==> src/rtl/pmod_jstk_spi_ctrl.sv <==
// SPI mode-0 master for the PmodJSTK: one 5-byte exchange per SNDREC rising edge,
// sending the LED command and holding the received joystick bytes until the next exchange.
module pmod_jstk_spi_ctrl #(
  parameter int SS_DLY   = 1500,
  parameter int HALF_PER = 50,
  parameter int BYTE_GAP = 1000
) (
  input  logic        CLK,
  input  logic        RST,
  input  logic        SNDREC,
  input  logic [1:0]  LED_CMD,
  input  logic        MISO,
  output logic        SS,
  output logic        SCLK,
  output logic        MOSI,
  output logic        BUSY,
  output logic        DATA_VALID,
  output logic [39:0] JSTK_DATA,
  output logic [9:0]  POS_X,
  output logic [9:0]  POS_Y,
  output logic [2:0]  BTNS,
  output logic [2:0]  fsm_state
);

  localparam int PER   = 2 * HALF_PER;
  localparam int TOP_A = (SS_DLY > PER) ? SS_DLY : PER;
  localparam int TOP   = (TOP_A > BYTE_GAP) ? TOP_A : BYTE_GAP;
  localparam int CW    = $clog2(TOP + 1);

  localparam logic [CW-1:0] SETUP_END = CW'(SS_DLY - 1);
  localparam logic [CW-1:0] RISE_AT   = CW'(HALF_PER - 1);
  localparam logic [CW-1:0] BIT_END   = CW'(PER - 1);
  localparam logic [CW-1:0] GAP_END   = CW'(BYTE_GAP - 1);

  typedef enum logic [2:0] {S_IDLE, S_SETUP, S_XFER, S_GAP, S_DONE} state_t;

  state_t        state, state_nx;
  logic [CW-1:0] cnt;
  logic [2:0]    bit_idx;
  logic [2:0]    byte_idx;
  logic [38:0]   tx;
  logic [39:0]   rx;
  logic          sndrec_q;
  logic          sclk_q;
  logic          mosi_q;

  logic start, setup_end, rise, bit_end, last_bit, gap_end;

  assign start     = (state == S_IDLE) && SNDREC && !sndrec_q;
  assign setup_end = (state == S_SETUP) && (cnt == SETUP_END);
  assign rise      = (state == S_XFER) && (cnt == RISE_AT);
  assign bit_end   = (state == S_XFER) && (cnt == BIT_END);
  assign last_bit  = bit_end && (bit_idx == 3'd0);
  assign gap_end   = (state == S_GAP) && (cnt == GAP_END);

  always_ff @(posedge CLK) begin
    if (RST) state <= S_IDLE;
    else     state <= state_nx;
  end

  always_comb begin
    state_nx = state;
    case (state)
      S_IDLE:  if (start) state_nx = S_SETUP;
      S_SETUP: if (setup_end) state_nx = S_XFER;
      S_XFER:  if (last_bit) state_nx = (byte_idx == 3'd4) ? S_DONE : S_GAP;
      S_GAP:   if (gap_end) state_nx = S_XFER;
      S_DONE:  state_nx = S_IDLE;
      default: state_nx = S_IDLE;
    endcase
  end

  // DATA_VALID is a one-cycle strobe with no ready; JSTK_DATA holds until the next strobe.
  always_comb begin
    SS         = !((state == S_SETUP) || (state == S_XFER) || (state == S_GAP));
    BUSY       = !SS;
    DATA_VALID = (state == S_DONE);
    SCLK       = sclk_q;
    MOSI       = mosi_q;
    fsm_state  = state;
  end

  always_ff @(posedge CLK) begin
    if (RST) begin
      sndrec_q  <= 1'b1;
      cnt       <= '0;
      bit_idx   <= 3'd0;
      byte_idx  <= 3'd0;
      tx        <= '0;
      rx        <= '0;
      sclk_q    <= 1'b0;
      mosi_q    <= 1'b0;
      JSTK_DATA <= '0;
    end else begin
      sndrec_q <= SNDREC;
      case (state)
        S_IDLE: begin
          if (start) begin
            // Byte0 bit7 is always 1 and goes straight to MOSI; tx holds the remaining 39 bits.
            tx       <= {5'b00000, LED_CMD, 32'h0};
            mosi_q   <= 1'b1;
            cnt      <= '0;
            bit_idx  <= 3'd7;
            byte_idx <= 3'd0;
          end
        end
        S_SETUP: cnt <= setup_end ? '0 : cnt + CW'(1);
        S_XFER: begin
          if (rise) begin
            sclk_q <= 1'b1;
            rx     <= {rx[38:0], MISO};
          end
          if (bit_end) begin
            sclk_q  <= 1'b0;
            cnt     <= '0;
            tx      <= {tx[37:0], 1'b0};
            mosi_q  <= tx[38];
            bit_idx <= bit_idx - 3'd1;
            if (last_bit && (byte_idx == 3'd4)) JSTK_DATA <= rx;
          end else begin
            cnt <= cnt + CW'(1);
          end
        end
        S_GAP: begin
          if (gap_end) begin
            cnt      <= '0;
            byte_idx <= byte_idx + 3'd1;
          end else begin
            cnt <= cnt + CW'(1);
          end
        end
        default: ;
      endcase
    end
  end

  assign POS_X = {JSTK_DATA[25:24], JSTK_DATA[39:32]};
  assign POS_Y = {JSTK_DATA[9:8], JSTK_DATA[23:16]};
  assign BTNS  = JSTK_DATA[2:0];

endmodule

==> config.mk <==
export PLATFORM = sky130hd
export DESIGN_NAME = pmod_jstk_spi_ctrl
export DESIGN_NICKNAME = d
export VERILOG_FILES = /design/src/rtl/pmod_jstk_spi_ctrl.sv
export SDC_FILE = /design/constraint.sdc
export NUM_CORES = 1
export LEC_CHECK = 0
export ABC_CLOCK_PERIOD_IN_PS = 4600
export BUFFER_PORTS_ARGS = -buffer_cell sky130_fd_sc_hd__buf_2
export CAP_MARGIN = 20
export CORE_AREA = 8 8 113 115
export CTS_CLUSTER_DIAMETER = 60
export DETAILED_ROUTE_END_ITERATION = 16
export DIE_AREA = 0 0 121 123
export PLACE_DENSITY = 0.64
export SYNTH_ARGS = -nofsm -noshare
export SYNTH_HDL_FRONTEND = slang
export SYNTH_SLANG_ARGS = --single-unit
==> constraint.sdc <==
create_clock -name CLK -period 4.6 [get_ports CLK]
set_input_delay 1.38 -clock CLK [delete_from_list [all_inputs] [get_ports CLK]]
set_output_delay 1.38 -clock CLK [all_outputs]
set_load 0.03 [all_outputs]
==> flow_summary.ini, run 1 <==
[run_status]
run_status = finished clean

[floorplan]
start_util = 0.433
die_w_um = 121
dieArea_mm2 = 0.0149
die_y_um = 123
io_pins = 77
rows = 39
design.core.area_mm2 = 0.0111

[pwr]
seq_power_share = 0.517
switchingPower_uw = 473
irDropWorstVdd_v = 0.000162
power.density_mw_per_mm2 = 358
sw_frac_of_total = 0.248
clkPwrFrac = 0.393
pwr-share-comb = 0.090
intPower_mw = 1.43
p_leak_nw = 1.96

[layout]
layout_commonest_cell = dfxtp_1
utilization = 0.481
final_nets = 576
drive_gt1_frac = 0.185
final_cell_mix = dfxtp_1, buf_2, a21oi_1
area_growth_pct = 10.9
antennaDiodeCount = 0

[yosys]
synth_top_area_frac = 0.459
async_reset_ff_frac = 0
syn_area_mm2 = 0.00480
avgSynthCellArea_um2 = 8.89
synth_seq_area_share = 0.459
synth_edf_count = 0
yosys.area_share.simple = 0.178
synth_compound_area_frac = 0.171
synth_fa_ha_area_frac = 0.0182
synth_area_leaders = dfxtp_1, mux2i_1, a21oi_1
synthFlopType = dfxtp_1
synth_cell_types = 47
synth_top_family_by_area = simple AND/OR/NAND/NOR gates
ys_warn_count = 0
yosys.area.top_type = dfxtp_1
synth_fp_nets = 553
synth_xor_area_frac = 0.00365
synth_mux_area_frac = 0.0834
synth_cells = 540
ys_ff_latch = 110

[critical_path]
worstPathRequired_ns = 3.22
worstPathMaxFanout = 10
start_kind = flop
worstPathArrival_ns = 1.38
path_class = reg -> out
cp-end-kind = output pin

[clock_network]
cts-buffers-inserted = 9
cts_root_buf = clkbuf_16
cts_resized = 0
cts_tree = built
cts.sink_count = 110
path_clk_slew_ns = 0.07
htreeDepth = 3
postCtsSetupBuffers = 0
ctsHoldBuffers = 0
cts_max_path_buffers = 2
clock_latency_ns = 0.35

[placed_design]
gp_congestion = 0.881
hpwlAfterDp_mm = 6.92
io_buffers = 76

[timing]
rsz0062_at_grt = false
period_share = 0.601
final-hold-violation-count = 0
max_freq_mhz = 362
worstMarginPinSlew_ns = 1.09
period_needed_ns = 2.76
finalMaxSlewViolations = 0
fin_worst_hold_slack_ns = 0.463
setup_tns_ns = 0
finClkSkew_ns = 0.00905
setup_viol = 0
relSlewSlack = 0.275

[route]
wirelength_mm = 10.7
drc = 0
routed_via_density = 5.42
wl_per_cell_um = 15.0
first_pass_iters = 4
dr.first_iter.drc_count = 255
postRouteAntennaNets = 0
via_count = 3849

[run]
drv_cap = 0

[global_routing]
grt_remaining_overflow = 0
grt_pass1_wl_mm = 17.9
grt_max_degree = 111
grt_usage = 0.145
first_global_vias = 3618
antenna_found_initial = 0

[hold_path]
holdCritPathClass = reg -> reg
layer usage:
layer / track usage / part of all wire / vias up / wire length (um)
li1: - / - / 1948 / -
met3: 0.0447 / 0.054 / 16 / 575
met2: 0.225 / 0.44 / 79 / 4720
met5: 0 / 0 / - / 0
met4: 0.0515 / 0.017 / 0 / 178
met1: 0.186 / 0.49 / 1806 / 5190
cell type report:
type | instances | area, um2
fill | 1052 | 5750
sequential | 110 | 2200
multi-input combinational | 351 | 2190
timing repair buffer | 82 | 440
clock buffer | 11 | 233
tap | 143 | 179
clock inverter | 4 | 48.8
inverter | 9 | 33.8
kinds of logic (layout without fill, tap and decap cells):
logic type,after synthesis,after routing
xor+xnor,2,2
fa+ha+maj,7,7
flops,110,110
simple gates,162,162
buf+inv,79,106
compound gates,140,140
mux,40,40
critical path: stages, from the launching register on:
cell and delay, ns:
dfxtp_1 0.39, nor2_1 0.29, and2_1 0.16, buf_2 0.19
power groups by stage:
stage | Clock, mW | Sequential [mW] | Combinational [mW]
floorplan | 0 | 1.01 | 0.128
CTS | 0.767 | 0.985 | 0.172
detailed placement | 0 | 1.01 | 0.172
global route | 0.809 | 0.988 | 0.190
global placement | 0 | 1.01 | 0.170
finish | 0.750 | 0.986 | 0.172
cell usage after synthesis, types with 7 or more instances:
library cell	n
mux2i_1	40
ha_1	7
dfxtp_1	110
a2111oi_0	7
inv_1	9
buf_2	12
a21oi_1	57
nand2_1	15
nor2_1	52
and4_1	7
clkbuf_1	30
buf_4	27
o211ai_1	8
o21ai_0	42
nand3_1	51
flip-flops by register name (all words and copies together) (netlist names):
name	count
SCLK	1
bit_idx	3
rx	40
fsm_state	3
MOSI	1
byte_idx	3
sndrec_q	1
JSTK_DATA	40
tx	7
cnt	11
stage by stage:
| stage | cells | cell area, um2 | power (mW) | setup WS [ns] |
|---|---|---|---|---|
| global placement | 694 | 5020 | 1.18 | 1.99 |
| finish | 710 | 5330 | 1.91 | 1.84 |
| detailed placement | 695 | 5040 | 1.18 | 1.87 |
| floorplan | 540 | 4800 | 1.13 | 1.63 |
| global route | 710 | 5330 | 1.99 | 1.66 |
| CTS | 710 | 5330 | 1.92 | 1.81 |
worst paths after layout:
kind | startpoint | to | slack [ns] | cells past startpoint
max | fsm_state[0] | DATA_VALID | 1.84 | 3
min | tx[33] | tx[34] | 0.46 | 2
max reg2reg | cnt[2] | cnt[9] | 1.96 | 4
min reg2reg | tx[33] | tx[34] | 0.46 | 2
(Power assumes the default switching activity.)
==> inputs of run 2 (changes only) <==
Settings changed: ABC_AREA set to 1, ABC_CLOCK_PERIOD_IN_PS 4600 to 2700, CORE_AREA 8 8 113 115 to 8 8 114 116, DIE_AREA 0 0 121 123 to 0 0 122 124, PLACE_DENSITY 0.64 to 0.63.
Clock period 4.6 ns to 2.7 ns, I/O delays scaled along.
==> flow_summary.ini, run 2 <==
[run_status]
run_status = finished clean

[floorplan]
io_pins = 77
start_util = 0.437
dieArea_mm2 = 0.0151
rows = 39
die_w_um = 122
design.core.area_mm2 = 0.0112
die_y_um = 124

[clock_network]
htreeDepth = 3
cts_resized = 0
cts_root_buf = clkbuf_16
ctsHoldBuffers = 0
postCtsSetupBuffers = 0
cts_max_path_buffers = 2
cts-buffers-inserted = 9
path_clk_slew_ns = 0.07
cts_tree = built
cts.sink_count = 110
clock_latency_ns = 0.34

[timing]
period_needed_ns = 2.17
final-hold-violation-count = 0
period_share = 0.805
setup_tns_ns = 0
max_freq_mhz = 460
worst_slack_ns = 0.526
finClkSkew_ns = 0.00761
rsz0062_at_grt = false
relSlewSlack = 0.475
setup_viol = 0
fin_worst_hold_slack_ns = 0.456
worstMarginPinSlew_ns = 0.786
finalMaxSlewViolations = 0

[placed_design]
dpl-instance-area_mm2 = 0.00512
gp_congestion = 0.871
placed_cells = 774
pre_cts_ws_ns = 0.553
io_buffers = 76
hpwlAfterDp_mm = 7.22

[global_routing]
grt_usage = 0.145
antenna_found_initial = 0
grt_max_degree = 67
first_global_vias = 3793
grt_pass1_wl_mm = 17.8
grt_remaining_overflow = 0

[critical_path]
worstPathRequired_ns = 2.98
start_kind = flop
r2r_start = cnt[0]
cp_cell_sequence = ha_1 > nand2_1 > nor2_4 > nand4_4 > nor2_4 > buf_12 > nand3_1 > a21oi_2
critical_path.max_stage_delay_ns = 0.42
cpMostUsedCell = nor2_4
cp-end-kind = flop
crit_buf_inv = 1
worstPathArrival_ns = 2.45
path_class = reg -> reg
crit_start = cnt[0]
cp_top_family = simple AND/OR/NAND/NOR gates
worstPathMaxFanout = 21
cp_slowest_cell = dfxtp_1

[route]
wirelength_mm = 10.7
routed_via_density = 5.01
first_pass_iters = 4
via_count = 3946
dr.first_iter.drc_count = 222
drc = 0
postRouteAntennaNets = 0
wl_per_cell_um = 13.5

[layout]
area_growth_pct = 10.9
final_cell_mix = dfxtp_1, nand2_1, buf_2
finalNonFillerCells = 788
fin_area_mm2 = 0.00541
drive_gt1_frac = 0.234
layout_commonest_cell = dfxtp_1
antennaDiodeCount = 0
reg_top3 = JSTK_DATA (40), rx (40), cnt (11)
final_nets = 655
utilization = 0.484

[yosys]
async_reset_ff_frac = 0
synth_edf_count = 0
synth_area_leaders = dfxtp_1, a21oi_1, nand2_1
synth.most_common_cell = dfxtp_1
synth_cell_types = 31
synth_seq_area_share = 0.451
yosys.area.top_type = dfxtp_1
ys_top_cells_by_count = dfxtp_1, nand2_1, a21oi_1, nand3_1, inv_1
ys_warn_count = 0
synth_top_area_frac = 0.451
ys_ff_latch = 110
avgSynthCellArea_um2 = 8.07
synth_cells = 605
synthFlopType = dfxtp_1
synth_fp_nets = 618
syn_area_mm2 = 0.00488

[pwr]
p_leak_nw = 2.14
power.density_mw_per_mm2 = 631
irDropWorstVdd_v = 0.000499
finalPower_mw = 3.42

[hold_path]
worstHoldStart = bit_idx[0]
holdCritPathClass = reg -> reg

[run]
drv_cap = 0
[run 2: cell types whose count changed in the layout (fill, tap and decap cells not counted), sizes merged, moves of 6 or more]
cell	previous run	this run
and3	6	0
o211ai	8	1
mux2i	40	0
o21ai	42	31
a2111oi	7	0
and4	7	0
a211oi	6	19
a21oi	57	81
nand2	15	110
inv	9	55
xor2	0	6
[run 2: worst paths after layout]
| path | endpoint | slack (ns) | depth (start not counted) |
|---|---|---|---|
| worst max-delay path | JSTK_DATA[24] | 0.53 | 8 |
| worst min-delay path | bit_idx[0] | 0.46 | 1 |
| worst max register to register | JSTK_DATA[24] | 0.53 | 8 |
| worst min register to register | bit_idx[0] | 0.46 | 1 |
[run 2: area by class of cell]
class / instances / area [um2]
fillers: 1097 / 5760
flip-flops and latches: 110 / 2200
multi-input cells: 381 / 2070
repair buffers: 83 / 460
clock buffers: 11 / 243
inverters: 57 / 214
well taps: 143 / 179
clock inverters: 3 / 46.3
[run 2: power by group]
part           switching, mW  leakage, nW  internal [mW]
Sequential            0.0349        0.887           1.65
Clock                  0.568        0.138          0.737
Combinational          0.312         1.12          0.113
Total                  0.915         2.14           2.50
[run 2: logic make-up after synthesis]
family / synth area share
AO/OA/AOI/OAI: 0.169
XOR/XNOR: 0.0126
adder cells (fa/ha/maj): 0.0179
buffers and inverters: 0.125
flip-flops: 0.451
AND/OR/NAND/NOR: 0.224
[run 2: metal layers]
layer | part of all wire | global-route usage
met1 | 0.47 | 0.181
met2 | 0.46 | 0.238
met3 | 0.054 | 0.0308
met4 | 0.015 | 0.0563
met5 | 0 | 0
==> inputs of run 3 (changes only) <==
Settings changed: ABC_CLOCK_PERIOD_IN_PS 2700 to 2200.
Clock period 2.7 ns to 2.2 ns, I/O delays scaled along.
==> flow_summary.ini, run 3 (synthesized netlist as in run 2, its figures left out) <==
[clock_network]
cts-buffers-inserted = 9
ctsHoldBuffers = 0
cts_tree = built
htreeDepth = 3
postCtsSetupBuffers = 0
cts_root_buf = clkbuf_16
cts.sink_count = 110
clock_latency_ns = 0.35
path_clk_slew_ns = 0.07
cts_max_path_buffers = 2
cts_resized = 0

[timing]
setup_tns_ns = 0
period_share = 0.866
max_freq_mhz = 525
rsz0062_at_grt = false
worstMarginPinSlew_ns = 0.512
finClkSkew_ns = 0.00800
setup_viol = 0
relSlewSlack = 0.659
period_needed_ns = 1.90
final-hold-violation-count = 0
finalMaxSlewViolations = 0

[layout]
layout_commonest_cell = dfxtp_1
fillCellCount = 1100
antennaDiodeCount = 0
final_cell_mix = dfxtp_1, nand2_1, buf_2
reg_top3 = JSTK_DATA (40), rx (40), cnt (11)
area_growth_pct = 11.9
drive_gt1_frac = 0.243
final_nets = 661

[pwr]
irDropWorstVdd_v = 0.000676
pwr-share-comb = 0.122
p_leak_nw = 2.18
clkPwrFrac = 0.392
switchingPower_mw = 1.16
finalPower_mw = 4.25
sw_frac_of_total = 0.273
intPower_mw = 3.09
seq_power_share = 0.486
power.density_mw_per_mm2 = 779

[floorplan]
start_util = 0.437
die_y_um = 124
design.core.area_mm2 = 0.0112
dieArea_mm2 = 0.0151
io_pins = 77
die_w_um = 122
rows = 39

[critical_path]
start_kind = flop
worstPathArrival_ns = 1.24
path_class = reg -> out
cp-end-kind = output pin
worstPathMaxFanout = 5
r2r_cells = 9
worstPathRequired_ns = 1.54

[hold_path]
hold_depth = 2
holdCritPathClass = reg -> reg

[route]
via_count = 3875
routed_via_density = 4.87
first_pass_iters = 4
wl_per_cell_um = 13.1
dr.first_iter.drc_count = 237
drc = 0
postRouteAntennaNets = 0
wirelength_mm = 10.4

[global_routing]
grt_remaining_overflow = 0
first_global_vias = 3748
grt_pass1_wl_mm = 17.5
antenna_found_initial = 0
grt_usage = 0.142
grt_max_degree = 42

[run_status]
run_status = finished clean

[placed_design]
hpwlAfterDp_mm = 7.18
gp_congestion = 0.866
io_buffers = 76

[run]
drv_cap = 0
==> run 3: cell count changes in the layout (fill, tap and decap cells not counted) <==
cell and delta:
buf_4 +7, buf_12 -1, inv_8 +1, clkinv_2 +1, clkinvlp_4 -1, inv_6 +1
==> run 3: cell type report <==
| type | instances | area, um2 | share of cell area |
|---|---|---|---|
| clock buffer | 11 | 243 | 0.0444 |
| clock inverter | 5 | 63.8 | 0.0117 |
| inverter | 57 | 214 | 0.0392 |
| multi-input combinational | 381 | 2070 | 0.379 |
| sequential | 110 | 2200 | 0.403 |
| tap | 143 | 179 | 0.0328 |
| timing repair buffer | 89 | 493 | 0.0902 |
==> run 3: path summary, 6_finish.rpt <==
kind,from,end,slack (ns)
max reg2reg,cnt[2],JSTK_DATA[4],0.35
min reg2reg,JSTK_DATA[7],JSTK_DATA[7],0.46
min,JSTK_DATA[7],JSTK_DATA[7],0.46
max,fsm_state[0],DATA_VALID,0.30
==> run 3: critical path, stage by stage (launching register included) <==
cell and delay [ns]:
dfxtp_1 0.36, nor2_1 0.17, inv_1 0.09, nor2_1 0.08, buf_2 0.20
==> run 3: layer usage <==
layer  track usage  wire length (um)  up-vias
li1              -                 -     2037
met1         0.173              4870     1764
met2         0.233              4940       58
met3        0.0345               396       16
met4        0.0648               212        0
met5             0                 0        -
==> run 3: power by group through the flow <==
stage,Combinational [mW],Sequential (mW),Clock (mW)
CTS,0.524,2.07,1.72
global route,0.586,2.08,1.78
finish,0.517,2.07,1.67
global placement,0.514,2.11,0
floorplan,0.365,2.14,0
detailed placement,0.522,2.12,0
==> run 3: through the flow <==
step	instance area [um2]	hold slack [ns]	utilization	cells	worst slack, ns
global placement	5160	0.436	0.461	780	0.384
global route	5460	0.478	0.489	796	0.181
floorplan	4880	0.422	-	605	0.119
finish	5460	0.460	0.489	796	0.295
CTS	5460	0.467	0.489	796	0.259
detailed placement	5160	0.454	0.461	780	0.330
